### src/rtl/ltc2600_pkg.sv
// Shared types and command encodings for the LTC2600 update scheduler.
package ltc2600_pkg;

    typedef enum logic [1:0] {
        IDLE  = 2'd0,
        ISSUE = 2'd1,
        WAIT  = 2'd2,
        GAP   = 2'd3
    } sched_state_t;

    localparam logic [3:0] CMD_WRITE_UPDATE_N = 4'b0011;
    localparam logic [3:0] CMD_WRITE_N        = 4'b0000;
    localparam logic [3:0] CMD_UPDATE_N       = 4'b0001;
    localparam logic [3:0] ADDR_ALL           = 4'b1111;

    localparam int CNT_W = 16;

    // Round-robin successor of a channel index, wrapping at num_ch-1.
    function automatic logic [2:0] rr_next(input logic [2:0] ch, input int num_ch);
        return (int'(ch) == (num_ch - 1)) ? 3'd0 : (ch + 3'd1);
    endfunction

endpackage

### src/rtl/rr_pick.sv
// Combinational round-robin priority encoder: first set mask bit at or above
// ptr_i, wrapping from NUM_CH-1 back to 0.
module rr_pick
    import ltc2600_pkg::*;
#(
    parameter int NUM_CH = 8
) (
    input  logic [NUM_CH-1:0] mask_i,
    input  logic [2:0]        ptr_i,
    output logic              valid_o,
    output logic [2:0]        idx_o
);

    logic [3:0] cand;
    logic [3:0] sum;
    logic       hit;
    logic       found;
    logic [2:0] pick;

    // Scan NUM_CH candidates starting at the pointer; the first hit latches.
    always_comb begin
        cand  = 4'd0;
        sum   = 4'd0;
        hit   = 1'b0;
        found = 1'b0;
        pick  = 3'd0;
        for (int k = 0; k < NUM_CH; k++) begin
            sum   = {1'b0, ptr_i} + 4'(k);
            cand  = (sum >= 4'(NUM_CH)) ? (sum - 4'(NUM_CH)) : sum;
            hit   = mask_i[cand[2:0]] & ~found;
            pick  = hit ? cand[2:0] : pick;
            found = found | hit;
        end
    end

    assign valid_o = found;
    assign idx_o   = pick;

endmodule

### src/rtl/ltc2600_update_scheduler.sv
// Shadow setpoints for the LTC2600 DAC channels, pushed to the serial writer
// one dirty channel at a time. Define LTC2600_SCHED_TIMEOUT_EN for the WAIT watchdog.
module ltc2600_update_scheduler
    import ltc2600_pkg::*;
#(
    parameter int DATA_WIDTH     = 16,
    parameter int NUM_CH         = 8,
    parameter int ISSUE_CYCLES   = 3,
    parameter int GAP_CYCLES     = 2,
    parameter int TIMEOUT_CYCLES = 4096
) (
    input  logic                  clk,
    input  logic                  rst,
    input  logic                  wr_en,
    input  logic [2:0]            wr_chan,
    input  logic [DATA_WIDTH-1:0] wr_data,
    input  logic                  flush,
    output logic                  dac_send_new_cmd,
    output logic [3:0]            dac_command,
    output logic [3:0]            dac_address,
    output logic [DATA_WIDTH-1:0] dac_data,
    input  logic                  dac_write_complete,
    output logic                  busy,
    output logic [NUM_CH-1:0]     pending,
    output logic                  timeout_err
);

    sched_state_t          state_q, state_d;
    logic [DATA_WIDTH-1:0] shadow_q [NUM_CH];
    logic [NUM_CH-1:0]     pending_q, pending_d;
    logic [2:0]            rr_ptr_q, rr_ptr_d;
    logic [CNT_W-1:0]      cnt_q, cnt_d;
    logic                  done_seen_q, done_seen_d;
    logic                  send_q, send_d;
    logic [3:0]            cmd_q, cmd_d;
    logic [3:0]            addr_q, addr_d;
    logic [DATA_WIDTH-1:0] data_q, data_d;

    logic [NUM_CH-1:0]     wr_mask;
    logic [NUM_CH-1:0]     clr_mask;
    logic [NUM_CH-1:0]     requeue_mask;
    logic                  wr_hit;
    logic                  pick_valid;
    logic [2:0]            pick_idx;

`ifdef LTC2600_SCHED_TIMEOUT_EN
    logic                  timeout_q, timeout_d;
`endif

    rr_pick #(
        .NUM_CH (NUM_CH)
    ) u_rr_pick (
        .mask_i  (pending_q),
        .ptr_i   (rr_ptr_q),
        .valid_o (pick_valid),
        .idx_o   (pick_idx)
    );

    // Host write decode; out-of-range channels are dropped.
    always_comb begin
        wr_mask = '0;
        wr_hit  = wr_en && (int'(wr_chan) < NUM_CH);
        if (wr_hit) begin
            wr_mask[wr_chan] = 1'b1;
        end else begin
            wr_mask = '0;
        end
        // Sets are applied after the selection clear, so a same-cycle write wins.
        pending_d = (pending_q & ~clr_mask) | requeue_mask | wr_mask | {NUM_CH{flush}};
    end

    // Transaction sequencer: selection, issue hold, completion wait, gap.
    always_comb begin
        state_d      = state_q;
        cnt_d        = cnt_q;
        done_seen_d  = done_seen_q;
        send_d       = send_q;
        cmd_d        = cmd_q;
        addr_d       = addr_q;
        data_d       = data_q;
        rr_ptr_d     = rr_ptr_q;
        clr_mask     = '0;
        requeue_mask = '0;
`ifdef LTC2600_SCHED_TIMEOUT_EN
        timeout_d    = timeout_q;
`endif
        case (state_q)
            IDLE: begin
                if (pick_valid) begin
                    state_d            = ISSUE;
                    cnt_d              = '0;
                    done_seen_d        = 1'b0;
                    send_d             = 1'b1;
                    cmd_d              = CMD_WRITE_UPDATE_N;
                    addr_d             = {1'b0, pick_idx};
                    data_d             = shadow_q[pick_idx];
                    clr_mask[pick_idx] = 1'b1;
                    rr_ptr_d           = rr_next(pick_idx, NUM_CH);
                end else begin
                    state_d = IDLE;
                end
            end
            ISSUE: begin
                done_seen_d = done_seen_q | dac_write_complete;
                if (cnt_q == CNT_W'(ISSUE_CYCLES - 1)) begin
                    state_d = WAIT;
                    cnt_d   = '0;
                    send_d  = 1'b0;
                end else begin
                    cnt_d = cnt_q + 16'd1;
                end
            end
            WAIT: begin
                if (dac_write_complete || done_seen_q) begin
                    state_d     = GAP;
                    cnt_d       = '0;
                    done_seen_d = 1'b0;
`ifdef LTC2600_SCHED_TIMEOUT_EN
                end else if (cnt_q == CNT_W'(TIMEOUT_CYCLES - 1)) begin
                    state_d                   = GAP;
                    cnt_d                     = '0;
                    timeout_d                 = 1'b1;
                    requeue_mask[addr_q[2:0]] = 1'b1;
                end else begin
                    cnt_d = cnt_q + 16'd1;
                end
`else
                end else begin
                    state_d = WAIT;
                end
`endif
            end
            GAP: begin
                if (cnt_q == CNT_W'(GAP_CYCLES - 1)) begin
                    state_d = IDLE;
                    cnt_d   = '0;
                end else begin
                    cnt_d = cnt_q + 16'd1;
                end
            end
            default: begin
                state_d = IDLE;
                send_d  = 1'b0;
                cnt_d   = '0;
            end
        endcase
    end

    // State, shadow and output registers; reset aborts any transaction in flight.
    always_ff @(posedge clk) begin
        if (rst) begin
            state_q     <= IDLE;
            pending_q   <= '0;
            rr_ptr_q    <= 3'd0;
            cnt_q       <= '0;
            done_seen_q <= 1'b0;
            send_q      <= 1'b0;
            cmd_q       <= 4'd0;
            addr_q      <= 4'd0;
            data_q      <= '0;
            for (int i = 0; i < NUM_CH; i++) begin
                shadow_q[i] <= '0;
            end
        end else begin
            state_q     <= state_d;
            pending_q   <= pending_d;
            rr_ptr_q    <= rr_ptr_d;
            cnt_q       <= cnt_d;
            done_seen_q <= done_seen_d;
            send_q      <= send_d;
            cmd_q       <= cmd_d;
            addr_q      <= addr_d;
            data_q      <= data_d;
            if (wr_hit) begin
                shadow_q[wr_chan] <= wr_data;
            end
        end
    end

`ifdef LTC2600_SCHED_TIMEOUT_EN
    // Sticky watchdog flag, cleared only by reset.
    always_ff @(posedge clk) begin
        if (rst) begin
            timeout_q <= 1'b0;
        end else begin
            timeout_q <= timeout_d;
        end
    end

    assign timeout_err = timeout_q;
`else
    assign timeout_err = 1'b0;
`endif

    assign dac_send_new_cmd = send_q;
    assign dac_command      = cmd_q;
    assign dac_address      = addr_q;
    assign dac_data         = data_q;
    assign busy             = (state_q != IDLE);
    assign pending          = pending_q;

endmodule

### config.mk
export PLATFORM = sky130hd
export DESIGN_NAME = ltc2600_update_scheduler
export DESIGN_NICKNAME = d
export VERILOG_FILES = /design/src/rtl/ltc2600_pkg.sv /design/src/rtl/rr_pick.sv /design/src/rtl/ltc2600_update_scheduler.sv
export SDC_FILE = /design/constraint.sdc
export NUM_CORES = 1
export LEC_CHECK = 0
export CAP_MARGIN = 20
export CORE_ASPECT_RATIO = 0.7
export CORE_MARGIN = 10
export CORE_UTILIZATION = 30
export CTS_CLUSTER_SIZE = 28
export DETAILED_ROUTE_END_ITERATION = 7
export GPL_TIMING_DRIVEN = 0
export PLACE_DENSITY_LB_ADDON = 0.15
export RECOVER_POWER = 100
export SLEW_MARGIN = 5
export SYNTH_ARGS = -nofsm -noshare
export SYNTH_HDL_FRONTEND = slang
export SYNTH_SLANG_ARGS = --single-unit
### constraint.sdc
create_clock -name clk -period 9.8 [get_ports clk]
set_clock_uncertainty 0.1 [all_clocks]
set_input_delay 1.47 -clock clk [delete_from_list [all_inputs] [get_ports clk]]
set_output_delay 1.47 -clock clk [all_outputs]
set_load 0.005 [all_outputs]
==> results of run 1 <==
==> final cells by class <==
class | count | area, um^2
inverter | 13 | 48.8
antenna | 4 | 10.0
tap | 412 | 515
clock inverter | 14 | 145
timing repair buffer | 53 | 518
sequential | 179 | 4860
fill | 3045 | 19400
buffer | 53 | 254
clock buffer | 18 | 429
multi-input combinational | 559 | 4000
==> per-stage QoR <==
stage | std cells | area (um^2) | utilization (%) | hold slack (ps)
floorplan | 804 | 9240 | - | 371
global placement | 1267 | 10300 | 34.0 | 378
detailed placement | 1269 | 10300 | 34.1 | 384
CTS | 1301 | 10900 | 36.1 | 401
global route | 1301 | 10800 | 35.7 | 438
finish | 1305 | 10800 | 35.7 | 389
==> cells in the final DEF (no fill, tap or decap), drive strengths merged, types with 22 or more instances in the layout <==
cell type	netlist	routed
clkbuf	23	53
nand2b	23	23
dlygate4sd3	0	33
mux2i	32	32
dfxtp	51	51
edfxtp	128	128
a211oi	22	22
mux2	33	33
a21oi	39	39
nand2	22	22
nor2	44	44
and2	136	136
==> cell usage after synthesis (all sizes together) (2+ instances only) <==
cell type,count,area share [%]
dfxtp,51,11
edfxtp,128,42
o211ai,2,0.16
nand3,15,0.87
and4,2,0.19
xnor2,8,0.84
mux2i,32,3.6
inv,13,0.53
a31o,4,0.38
o21ai,19,1.0
nand2,22,0.89
a21o,6,0.49
buf,30,2.2
o21bai,17,1.4
a22oi,2,0.16
mux2,33,4.0
a22o,17,1.6
nor4,4,0.27
and3,4,0.27
o22ai,17,1.2
nand2b,23,1.6
clkbuf,23,0.94
a31oi,8,0.54
ha,11,1.5
nand4,14,1.0
nor3,5,0.27
nor2b,7,0.47
xor2,13,1.2
a21oi,39,2.2
mux4,8,2.0
nand4b,2,0.19
a211oi,22,2.3
and2,136,9.2
or2,3,0.20
nor2,44,1.9
==> worst min-delay path, stage by stage, from the launching register on <==
cell and delay, ps:
dfxtp_1 330, a21oi_1 60, nor2_1 70
==> flip-flops by register name (all words and copies together), names as in the netlist, 2 cells and up <==
register	count
rr_ptr_q	3
state_q	2
dac_address	3
cnt_q	16
dac_data	16
shadow_q	128
pending	8
==> worst max-delay path by stage <==
| stage | startpoint | to | slack (ps) | cells after the start |
|---|---|---|---|---|
| finish | rr_ptr_q[0] | dac_data[15] | 2740 | 17 |
| detailed placement | rr_ptr_q[0] | dac_data[13] | 4590 | 16 |
| floorplan | rr_ptr_q[0] | dac_data[13] | 5930 | 17 |
| global placement | rr_ptr_q[0] | dac_data[13] | 4600 | 16 |
| global route | rr_ptr_q[0] | dac_data[15] | 2080 | 17 |
| CTS | rr_ptr_q[0] | dac_data[3] | 4560 | 16 |
==> power breakdown <==
group	switching, uW	leakage [uW]	total (uW)	internal, uW
clock	321	0.000266	680	359
combinational	1190	0.00186	1950	756
sequential	63.1	0.00166	966	903
==> kinds of logic (layout without fill, tap and decap cells) <==
group / count (synthesis) / after routing / synth area share [%]
AOI/OAI and AO/OA: 166 / 166 / 13.0
xor gates and xnor gates: 21 / 21 / 2.07
adders and majority gates: 11 / 11 / 1.49
buffers and inverters: 66 / 151 / 3.65
DFF: 179 / 179 / 52.7
muxes: 73 / 73 / 9.58
other: 1 / 8 / 0.0406
and+or+nand+nor: 284 / 284 / 17.5
==> layer usage <==
metal,track usage (%),routed length (um)
met3,2.92,1080
met4,2.70,157
met1,20.7,14200
met5,0,0
met2,20.5,11500
==> run_results.csv, run 1 <==
group,metric,value,unit
worst_setup_path,rr_worst_depth,17,
worst_setup_path,rrSetupSlack,2740,ps
clock_network,holdBufCountCts,0,
floorplan,die_w,230,um
worst_setup_path,worstPathArrival,7250,ps
worst_hold_path,worstHoldEndpoint,"dac_address[1]",
floorplan,start_util,30.6,%
status,status,"complete, but fails checks",
detailed_routing,drtAntennaViolNets,0,
synth,synth-edff-count,128,
worst_setup_path,path_delay_family,"buffers and inverters",
floorplan,core_area,0.0302,mm^2
synth,ys.flop_type,"edfxtp_1",
finish,final_layout_size_suffix_gt1_share,11.4,%
finish,nNetsFinal,911,
sta,min_period_over_period,72.1,%
grt,overflow,0,
worst_setup_path,cp_common_cell,"clkbuf_1",
run,cap_violations,2,
worst_setup_path,critical_path.startpoint_type,"flip-flop",
grt,grt_usage,14.0,%
sta,setup_ws,2740,ps
placement,dp_slack,4590,ps
clock_network,cts.sinks,179,
worst_setup_path,worstReg2RegEnd,"dac_data[15]",
sta,maxSlewHeadroom,0.375,%
placement,port_buffers,51,
floorplan,die_h,167,um
clock_network,cts-buffers-inserted,17,
worst_hold_path,hp-class,"flip-flop to flip-flop",
sta,tightestPinTransition,1490,ps
detailed_routing,route.detailed.drc,0,
worst_setup_path,path_cells,"clkbuf_1 > clkbuf_1 > inv_1 > ha_1 > clkbuf_1 > clkbuf_1 > mux2i_1 > a21oi_1 > o22ai_1 > and3_1 > nand4_1 > a21boi_0 > clkbuf_1 > clkbuf_1 > mux2_2 > o22ai_1 > a211oi_2",
synth,synthCells,801,
power,power_density,333,mW/mm^2
synth,synth_cell_types,65,
synth,synth-async-reset-ratio,0,%
sta,fmax,0.142,GHz
worst_setup_path,path_buf_inv,7,
placement,dp_hpwl,19.5,mm
synth,ys_seq_elements,179,
sta,period_needed,7060,ps
sta,finalSetupViolations,0,
sta,drv_slew,0,
floorplan,num_io_pins,59,
detailed_routing,drtIter0Drc,455,
power,ir_drop,0.116,mV
finish,syn2layout_area_growth,16.8,%
clock_network,cts_setup_buffers,0,
worst_setup_path,cp_max_fo,10,
grt,grt_pass1_vias,6320,
clock_network,htreeDepth,4,
grt,grt_pass1_wl,40.7,mm
power,finalPower,3590,uW
grt,grt_max_degree,18,
synth,syn_avg_cell_area,11.5,um^2
clock_network,root_buffer,"clkbuf_16",
clock_network,clk_pin_slew,70,ps
clock_network,post_cts_resized,0,
worst_setup_path,critical_path_class,"flip-flop to flip-flop",
clock_network,clock_latency,430,ps
sta,rsz0062_at_grt,"no",
status,violations,"capacitance limit",
floorplan,row_count,53,
sta,hold_viol_final,0,
grt,antenna_found_initial,3,
synth,synth.cell_area,0.00923,mm^2
detailed_routing,drtPass1Iterations,4,
synth,ys_seq_area_share,52.7,%
sta,timing.setup.tns,0,ps
detailed_routing,vias,6316,
worst_setup_path,crit_required,9990,ps
clock_network,clock_path_buffers,2,
power,p_leak,0.00379,uW
worst_setup_path,end_kind,"flip-flop",
synth,synth_warnings,0,
clock_network,cts_tree,"yes",
floorplan,dieArea,0.0383,mm^2
placement,gp_congestion,0.839,
detailed_routing,wl_per_cell,20.6,um
detailed_routing,finalWirelength,26.9,mm
worst_setup_path,critPathSlowestCell,"a21boi_0",
worst_hold_path,hold_depth,2,
worst_setup_path,critPathMaxStageDelay,690,ps
worst_setup_path,reg2reg_from,"rr_ptr_q[0]",
worst_hold_path,min-delay-start,"dac_address[1]",
detailed_routing,vias_per_cell,4.84,
Power figures use the tool's default switching activity.
==> run 2, diff against run 1 <==
- clock period: 9.8 -> 5.9 ns (I/O delays scaled with it)
==> run 2 against run 1 <==
  * Combinational power is 71% higher
  * Fmax is 31% higher
  * The flow still finishes with violations (capacitance limit)
  * Global-route usage stayed put
  * Cell count hardly changed
  * Sequential share of layout area is 0.31 points lower
  * Highest routed layer unchanged
  * Critical endpoint is now dac_data[3]
==> run_results.csv, run 2 (same netlist as run 1, synthesis figures left out) <==
group,metric,value,unit
status,status,"complete, but fails checks",
placement,port_buffers,51,
grt,grt_pass1_wl,40.7,mm
floorplan,dieArea,0.0383,mm^2
worst_setup_path,worstReg2RegEnd,"dac_data[3]",
placement,gp_congestion,0.839,
detailed_routing,wl_per_cell,20.6,um
detailed_routing,finalWirelength,26.9,mm
worst_hold_path,worstHoldEndpoint,"dac_address[1]",
power,p_leak,0.00384,uW
detailed_routing,vias,6321,
sta,drv_slew,0,
worst_setup_path,critPathSlowestCell,"o22ai_1",
finish,final_layout_size_suffix_gt1_share,13.0,%
worst_setup_path,crit_required,6100,ps
clock_network,clock_path_buffers,2,
detailed_routing,drtAntennaViolNets,0,
power,ir_drop,0.196,mV
power,internal_power,3410,uW
power,power_density,560,mW/mm^2
sta,maxSlewHeadroom,0.0637,%
worst_setup_path,end_kind,"flip-flop",
power,swShare,43.8,%
grt,antenna_found_initial,3,
power,combPwrFrac,55.0,%
worst_hold_path,hold_depth,2,
clock_network,cts_setup_buffers,0,
placement,dp_hpwl,19.5,mm
worst_setup_path,critical_path_class,"flip-flop to flip-flop",
clock_network,clk_pin_slew,70,ps
clock_network,root_buffer,"clkbuf_16",
worst_setup_path,worstPathArrival,5610,ps
finish,final_common_cell,"edfxtp_1",
sta,finalSetupViolations,0,
floorplan,die_h,167,um
run,cap_violations,1,
clock_network,htreeDepth,4,
worst_hold_path,hp-class,"flip-flop to flip-flop",
detailed_routing,vias_per_cell,4.84,
sta,hold_viol_final,0,
finish,layout_common_cells,"edfxtp_1 (128), and2_0 (85), and2_1 (51), dfxtp_1 (51), nor2_1 (43)",
detailed_routing,drtIter0Drc,387,
worst_hold_path,min-delay-start,"dac_address[1]",
sta,rsz0062_at_grt,"no",
sta,setup_ws,492,ps
clock_network,cts-buffers-inserted,17,
worst_setup_path,reg2reg_from,"rr_ptr_q[0]",
grt,overflow,0,
sta,min_period_over_period,91.7,%
worst_setup_path,rrSetupSlack,490,ps
floorplan,core_area,0.0302,mm^2
finish,post-route-util,36.0,%
grt,grt_pass1_vias,6320,
power,finalPower,6080,uW
worst_setup_path,crit_start,"rr_ptr_q[0]",
clock_network,cts.sinks,179,
floorplan,start_util,30.6,%
power,seqPwrFrac,26.4,%
clock_network,cts_tree,"yes",
finish,nNetsFinal,911,
placement,dp_cells,1269,
finish,regMostFlops,"shadow_q",
worst_setup_path,cp_max_fo,10,
floorplan,row_count,53,
placement,dp_slack,691,ps
finish,largest_reg_flops,128,
grt,grt_usage,14.0,%
finish,final_cells,1306,
worst_setup_path,rr_worst_depth,16,
clock_network,post_cts_resized,0,
detailed_routing,route.detailed.drc,0,
sta,period_needed,5410,ps
sta,timing.setup.tns,0,ps
status,violations,"capacitance limit",
floorplan,num_io_pins,59,
detailed_routing,drtPass1Iterations,4,
finish,syn2layout_area_growth,17.6,%
worst_setup_path,path_cells,"buf_6 > clkbuf_1 > inv_1 > ha_1 > buf_4 > buf_2 > mux2i_1 > a21oi_1 > o22ai_1 > nand3_1 > o211a_2 > nor2_4 > nand3b_1 > buf_2 > o22ai_1 > a211oi_2",
worst_setup_path,critPathMaxStageDelay,500,ps
sta,tightestPinTransition,1500,ps
power,clockPowerShare,18.6,%
floorplan,die_w,230,um
clock_network,clock_latency,430,ps
clock_network,holdBufCountCts,0,
grt,grt_max_degree,18,
sta,fmax,0.185,GHz
worst_setup_path,critical_path.startpoint_type,"flip-flop",
power,net-switching-power,2660,uW
-- run 2: cell count changes in the layout (fill, tap and decap cells not counted), sizes merged --
cell / change
buf: +7
clkbuf: -7
diode: +1
-- run 2: worst max-delay path by stage --
stage	endpoint	slack (ps)	cells after the start
3_3_place_gp	dac_data[13]	700	16
3_5_place_dp	dac_data[13]	690	16
2_1_floorplan	dac_data[13]	2030	17
4_1_cts	dac_data[3]	660	16
5_1_grt	dac_data[14]	100	16
6_report	dac_data[3]	490	16
-- run 2: cell type report --
type                    instances  area (um^2)
fillers                      3030        19300
flip-flops and latches        179         4860
multi-input cells             559         4040
repair buffers                 53          518
well taps                     412          515
clock buffers                  18          429
plain buffers                  53          283
clock inverters                14          145
inverters                      13         48.8
diodes                          5         12.5
-- run 2: through the flow --
step / area [um^2] / hold slack [ps]
detailed placement: 10300 / 384
global placement: 10300 / 378
finish: 10900 / 397
CTS: 10900 / 401
floorplan: 9240 / 371
global route: 10800 / 438
-- run 2: power by group through the flow --
stage	combinational (uW)	clock, uW	sequential [uW]
2_1_floorplan	2280	0	1600
3_3_place_gp	3380	0	1640
3_5_place_dp	3380	0	1640
4_1_cts	3410	1160	1610
5_1_grt	3620	1200	1620
6_report	3340	1130	1610
-- run 2: per-layer routing --
layer / routed length [um] / vias up / global-route usage [%]
met4: 165 / 0 / 2.70
met5: 0 / - / 0
li1: - / 3086 / -
met2: 11400 / 119 / 20.5
met1: 14300 / 3106 / 20.7
met3: 1030 / 10 / 2.92
-- run 2: worst max-delay path, delay by kind of cell, from the launching register on --
kind	cells	cell delay, ps
muxes	1	350
adders and majority gates	1	380
buffers and inverters	6	1550
DFF	1	360
AOI/OAI and AO/OA	5	1490
and+or+nand+nor	3	1020
==> patch 1, RTL diff (flow settings as in run 1) <==
Add a define of `LTC2600_SCHED_TIMEOUT_EN`.
--- a/src/rtl/ltc2600_update_scheduler.sv
+++ b/src/rtl/ltc2600_update_scheduler.sv
@@ -1,5 +1,7 @@
 // Shadow setpoints for the LTC2600 DAC channels, pushed to the serial writer
 // one dirty channel at a time. Define LTC2600_SCHED_TIMEOUT_EN for the WAIT watchdog.
+`define LTC2600_SCHED_TIMEOUT_EN
+
 module ltc2600_update_scheduler
     import ltc2600_pkg::*;
 #(
Formal check against the unedited RTL: same outputs for any inputs over 4 cycles, from zero or initial values and one cycle with rst high; that may be too few to reach the edited logic, so the function may still have changed.
==> patch 1 against run 1 <==
- the flow finishes with violations (capacitance limit, slew limit)
- cell area is 1.3% higher
- count of clock-buffer cells in the layout is 2 higher
- total power is 6.6% higher
- critical path depth is 1 lower
- sequential cell count is 1 higher
- area after synthesis is 0.28% higher
- wire length is 5.0% higher
- setup slack better by 0.21 ns
- sequential share of layout area is 0.42 points lower
- critical path type unchanged
- highest routed layer unchanged
==> patch 1: results (changes against run 1) <==
status: finished, violations left
violated checks: capacitance limit, slew limit
GR met3 Demand/Resource: 3.75% (+0.83 points)
largest net degree at the start of global routing: 17 (-1)
Final nets: 927 (+1.8%)
Total GRT Usage: 15.0% (+0.97 points)
max_cap viols: 3 (+1)
cells on worst reg2reg path: 16 (-1)
worst stage delay on the critical path: 1.06 ns (+0.37 ns)
post-placement cell count: 1284 (+1.2%)
starting DRC count in detailed routing: 449 (-1.3%)
cell family with most CP delay: simple AND/OR/NAND/NOR gates
Ant. Diodes: 0 (-4)
Port Buffer Count: 54 (+5.9%)
met3 WL post-DR: 1120 um (+4.0%)
DRT Wirelength: 28200 um (+5.0%)
P_clk: 745 uW (+9.6%)
CP endpoint: dac_data[6]$_SDFFE_PP0P_
Via Count: 6514 (+3.1%)
worst-skew pair later-pin latency: 0.45 ns (+0.02 ns)
Seq/Total Area, Yosys: 52.8% (+0.067 points)
Final Max Tran Viols: 28 (+28)
initial antenna violation count: 0 (-3)
switching part of the total power: 42.6% (-1.3 points)
top cells by count, synth: and2_1, edfxtp_1, nand2_1, dfxtp_1, nor2_1
-- patch 1: cell types whose count changed in the layout (fill, tap and decap cells not counted), moves of 9 or more --
cell and delta:
a211o_1 +29, a211oi_1 -11, and2_0 -9, and3_1 +14, mux2_2 -23, mux2i_1 -23
mux4_2 +20, nand2_1 +73, nand2b_1 -18, nand4_1 -12, nor3_1 +10, o21bai_1 -16
o22ai_1 -17
-- patch 1: area by class of cell --
cell class              instances  area (um2)
plain buffers                  50         259
clock buffers                  20         447
clock inverters                12         179
fillers                      3060       19300
inverters                      15        56.3
multi-input cells             563        4000
flip-flops and latches        180        4880
well taps                     412         515
repair buffers                 65         586
-- patch 1: kinds of logic after synthesis --
family,Yosys count
AND/OR/NAND/NOR,347
flip-flops,180
AO/OA/AOI/OAI,137
buffers and inverters,65
multiplexers,45
XOR/XNOR,20
adder cells (fa/ha/maj),11
other,1
==> patch 2, RTL diff (settings of run 1) <==
Made on the original files. Register the inputs `wr_en`, `wr_chan`, `wr_data`, `flush` and `dac_write_complete` before use, with the module's reset. The logic sees them one clock later.
--- a/src/rtl/ltc2600_update_scheduler.sv
+++ b/src/rtl/ltc2600_update_scheduler.sv
@@ -25,6 +25,28 @@
     output logic                  timeout_err
 );
 
+    logic wr_en_q;
+    logic [2:0] wr_chan_q;
+    logic [DATA_WIDTH-1:0] wr_data_q;
+    logic flush_q;
+    logic dac_write_complete_q;
+
+    always_ff @(posedge clk) begin
+        if (rst) begin
+            wr_en_q              <= '0;
+            wr_chan_q            <= '0;
+            wr_data_q            <= '0;
+            flush_q              <= '0;
+            dac_write_complete_q <= '0;
+        end else begin
+            wr_en_q              <= wr_en;
+            wr_chan_q            <= wr_chan;
+            wr_data_q            <= wr_data;
+            flush_q              <= flush;
+            dac_write_complete_q <= dac_write_complete;
+        end
+    end
+
     sched_state_t          state_q, state_d;
     logic [DATA_WIDTH-1:0] shadow_q [NUM_CH];
     logic [NUM_CH-1:0]     pending_q, pending_d;
@@ -59,14 +81,14 @@
     // Host write decode; out-of-range channels are dropped.
     always_comb begin
         wr_mask = '0;
-        wr_hit  = wr_en && (int'(wr_chan) < NUM_CH);
+        wr_hit  = wr_en_q && (int'(wr_chan_q) < NUM_CH);
         if (wr_hit) begin
-            wr_mask[wr_chan] = 1'b1;
+            wr_mask[wr_chan_q] = 1'b1;
         end else begin
             wr_mask = '0;
         end
         // Sets are applied after the selection clear, so a same-cycle write wins.
-        pending_d = (pending_q & ~clr_mask) | requeue_mask | wr_mask | {NUM_CH{flush}};
+        pending_d = (pending_q & ~clr_mask) | requeue_mask | wr_mask | {NUM_CH{flush_q}};
     end
 
     // Transaction sequencer: selection, issue hold, completion wait, gap.
@@ -101,7 +123,7 @@
                 end
             end
             ISSUE: begin
-                done_seen_d = done_seen_q | dac_write_complete;
+                done_seen_d = done_seen_q | dac_write_complete_q;
                 if (cnt_q == CNT_W'(ISSUE_CYCLES - 1)) begin
                     state_d = WAIT;
                     cnt_d   = '0;
@@ -111,7 +133,7 @@
                 end
             end
             WAIT: begin
-                if (dac_write_complete || done_seen_q) begin
+                if (dac_write_complete_q || done_seen_q) begin
                     state_d     = GAP;
                     cnt_d       = '0;
                     done_seen_d = 1'b0;
@@ -172,7 +194,7 @@
             addr_q      <= addr_d;
             data_q      <= data_d;
             if (wr_hit) begin
-                shadow_q[wr_chan] <= wr_data;
+                shadow_q[wr_chan_q] <= wr_data_q;
             end
         end
     end
Check against the original RTL: not equivalent (a bounded check fails within 4 cycles, from zero or initial values and one cycle with rst high).
==> patch 2 against run 1 <==
- the run ends with capacitance limit, slew limit left
- highest routed layer unchanged
- die area increased by 4.4%
- largest power group unchanged
- setup slack gained 0.58 ns
- wire length shrank 1.3%
- count of clock-buffer cells in the layout is 18 higher
- total power is 2.9% higher
- cell area is 5.4% higher
- fmax up 9.0%
- sequential cell count grew 22
- final cell count is 4.2% higher
- largest cell class unchanged
- area after synthesis grew 4.9%
- critical path depth stayed put
==> patch 2: results (changes against run 1) <==
Ant. Diodes: 0 (-4)
worst stage delay on the critical path: 0.50 ns (-0.19 ns)
f_max: 154 MHz (+9.0%)
non-filler cells in the finished layout: 1360 (+4.2%)
Post-Syn Area per Cell: 11.5 um2 (-0.24%)
Worst VDD drop: 0.000123 V (+6.0%)
Max Buffers Root-to-Sink: 3 (+1)
CP endpoint: dac_data[7]$_SDFFE_PP0P_
Setup WS pre-CTS: 5.28 ns (+0.685 ns)
cells resized by post-CTS repair: 0 (unchanged)
first-pass GRT wire length: 41200 um (+1.2%)
metal2 WL: 11000 um (-4.3%)
die span in x: 235 um (+2.2%)
worst-skew pair later-pin latency: 0.50 ns (+0.07 ns)
Final nets: 959 (+5.3%)
initial antenna violation count: 0 (-3)
Total GRT Usage: 13.1% (-0.92 points)
worst rel slew slack: -5.82% (-6.2 points)
Post-synth ARST share: 0% (unchanged)
status: finished, violations left
Critical Path AT: 6.76 ns (-0.49 ns)
# fillers: 3204 (+5.2%)
detail-routed via count per cell: 4.77 (-1.5%)
violated checks: capacitance limit, slew limit
Primary FF master, synth: edfxtp_1
hold_sp: dac_address[0]$_SDFFE_PP0P_
largest net degree at the start of global routing: 17 (-1)
CP max-delay cell: o22ai_1
reg-to-reg startpoint: rr_ptr_q[0]$_SDFFE_PP0P_
DPL Wire Length: 19100 um (-2.1%)
Seq/Total Area, Yosys: 54.8% (+2.1 points)
top cells by count, synth: and2_1, edfxtp_1, dfxtp_1, nor2_1, mux2i_1
number of global-route vias before repair: 6552 (+3.7%)
H-Tree Level Count: 1 (-3)
starting DRC count in detailed routing: 400 (-12%)
CTS Buf Count: 23 (+6)
RePlAce Congestion: 0.788 (-6.0%)
met3 WL post-DR: 843 um (-22%)
leakage: 0.00413 uW (+8.9%)
share of cells above drive strength 1: 8.30% (-3.1 points)
post-placement cell count: 1319 (+3.9%)
ranking of synthesized cells by area: edfxtp_1, dfxtp_1, and2_1, mux2i_1, nor2_1
DRT Wirelength: 26500 um (-1.3%)
max_cap viols: 1 (-1)
WHS: 0.369 ns (-0.0194 ns)
hold path cells: 2 (unchanged)
Hold EP: dac_address[0]$_SDFFE_PP0P_
post-synthesis cell type count: 63 (-3.1%)
Clock Root Buffer: clkbuf_16
cells on worst reg2reg path: 17 (unchanged)
startpoint types: flop
reg2reg setup slack: 3.32 ns (+0.58 ns)
Final Max Tran Viols: 17 (+17)
number of flip-flops in the largest register: 128 (unchanged)
met1 WL: 14300 um (+0.98%)
Top Metal Used: met4
Most flops, register: shadow_q
Non-Filler Cell Area, Final: 11400 um2 (+5.4%)
Port Buffer Count: 53 (+3.9%)
Hold Path Class: flop to flop
patch 2: changes by cell type in the layout (fill, tap and decap cells not counted), sizes merged, moves of 13 or more:
cell	delta
a21oi	-13
dfxtp	+22
a211oi	-16
nor2b	+20
mux2i	+27
nor2	+20
mux2	-15
a22o	-17
clkbuf	+18
nand2b	-18
o21bai	-15
nand2	+13
patch 2: logic make-up after synthesis:
group / Yosys count / synth area share (%)
buffers and inverters: 71 / 4.16
other: 1 / 0.0387
adders and majority gates: 11 / 1.42
and+or+nand+nor: 314 / 17.8
AOI/OAI and AO/OA: 144 / 10.1
xor gates and xnor gates: 13 / 1.18
DFF: 201 / 54.8
muxes: 87 / 10.5
patch 2: layer usage:
layer / GRT usage (%) / vias up
met3: 1.61 / 28
met5: 0 / -
met4: 2.49 / 0
met1: 20.0 / 3158
met2: 19.3 / 96
li1: - / 3203
patch 2: critical path, delay by kind of cell, from the launching register on:
kind	cells	cell delay (ns)
compound gates	5	1.76
fa+ha+maj	1	0.32
buf+inv	7	2.73
flops	1	0.33
mux	1	0.33
simple gates	3	0.78
patch 2: final cells by class:
class                      count  share of cell area (%)
inverter                      18                   0.638
sequential                   201                    46.7
multi-input combinational    573                    34.8
timing repair buffer          54                    4.70
clock buffer                  36                    5.76
tap                          420                    4.62
clock inverter                 5                   0.220
buffer                        53                    2.56
patch 2: power breakdown:
group / internal [uW] / leakage, uW / switching [uW]
combinational: 746 / 0.00185 / 1120
clock: 457 / 0.000335 / 332
sequential: 975 / 0.00194 / 63.5
total: 2180 / 0.00413 / 1520
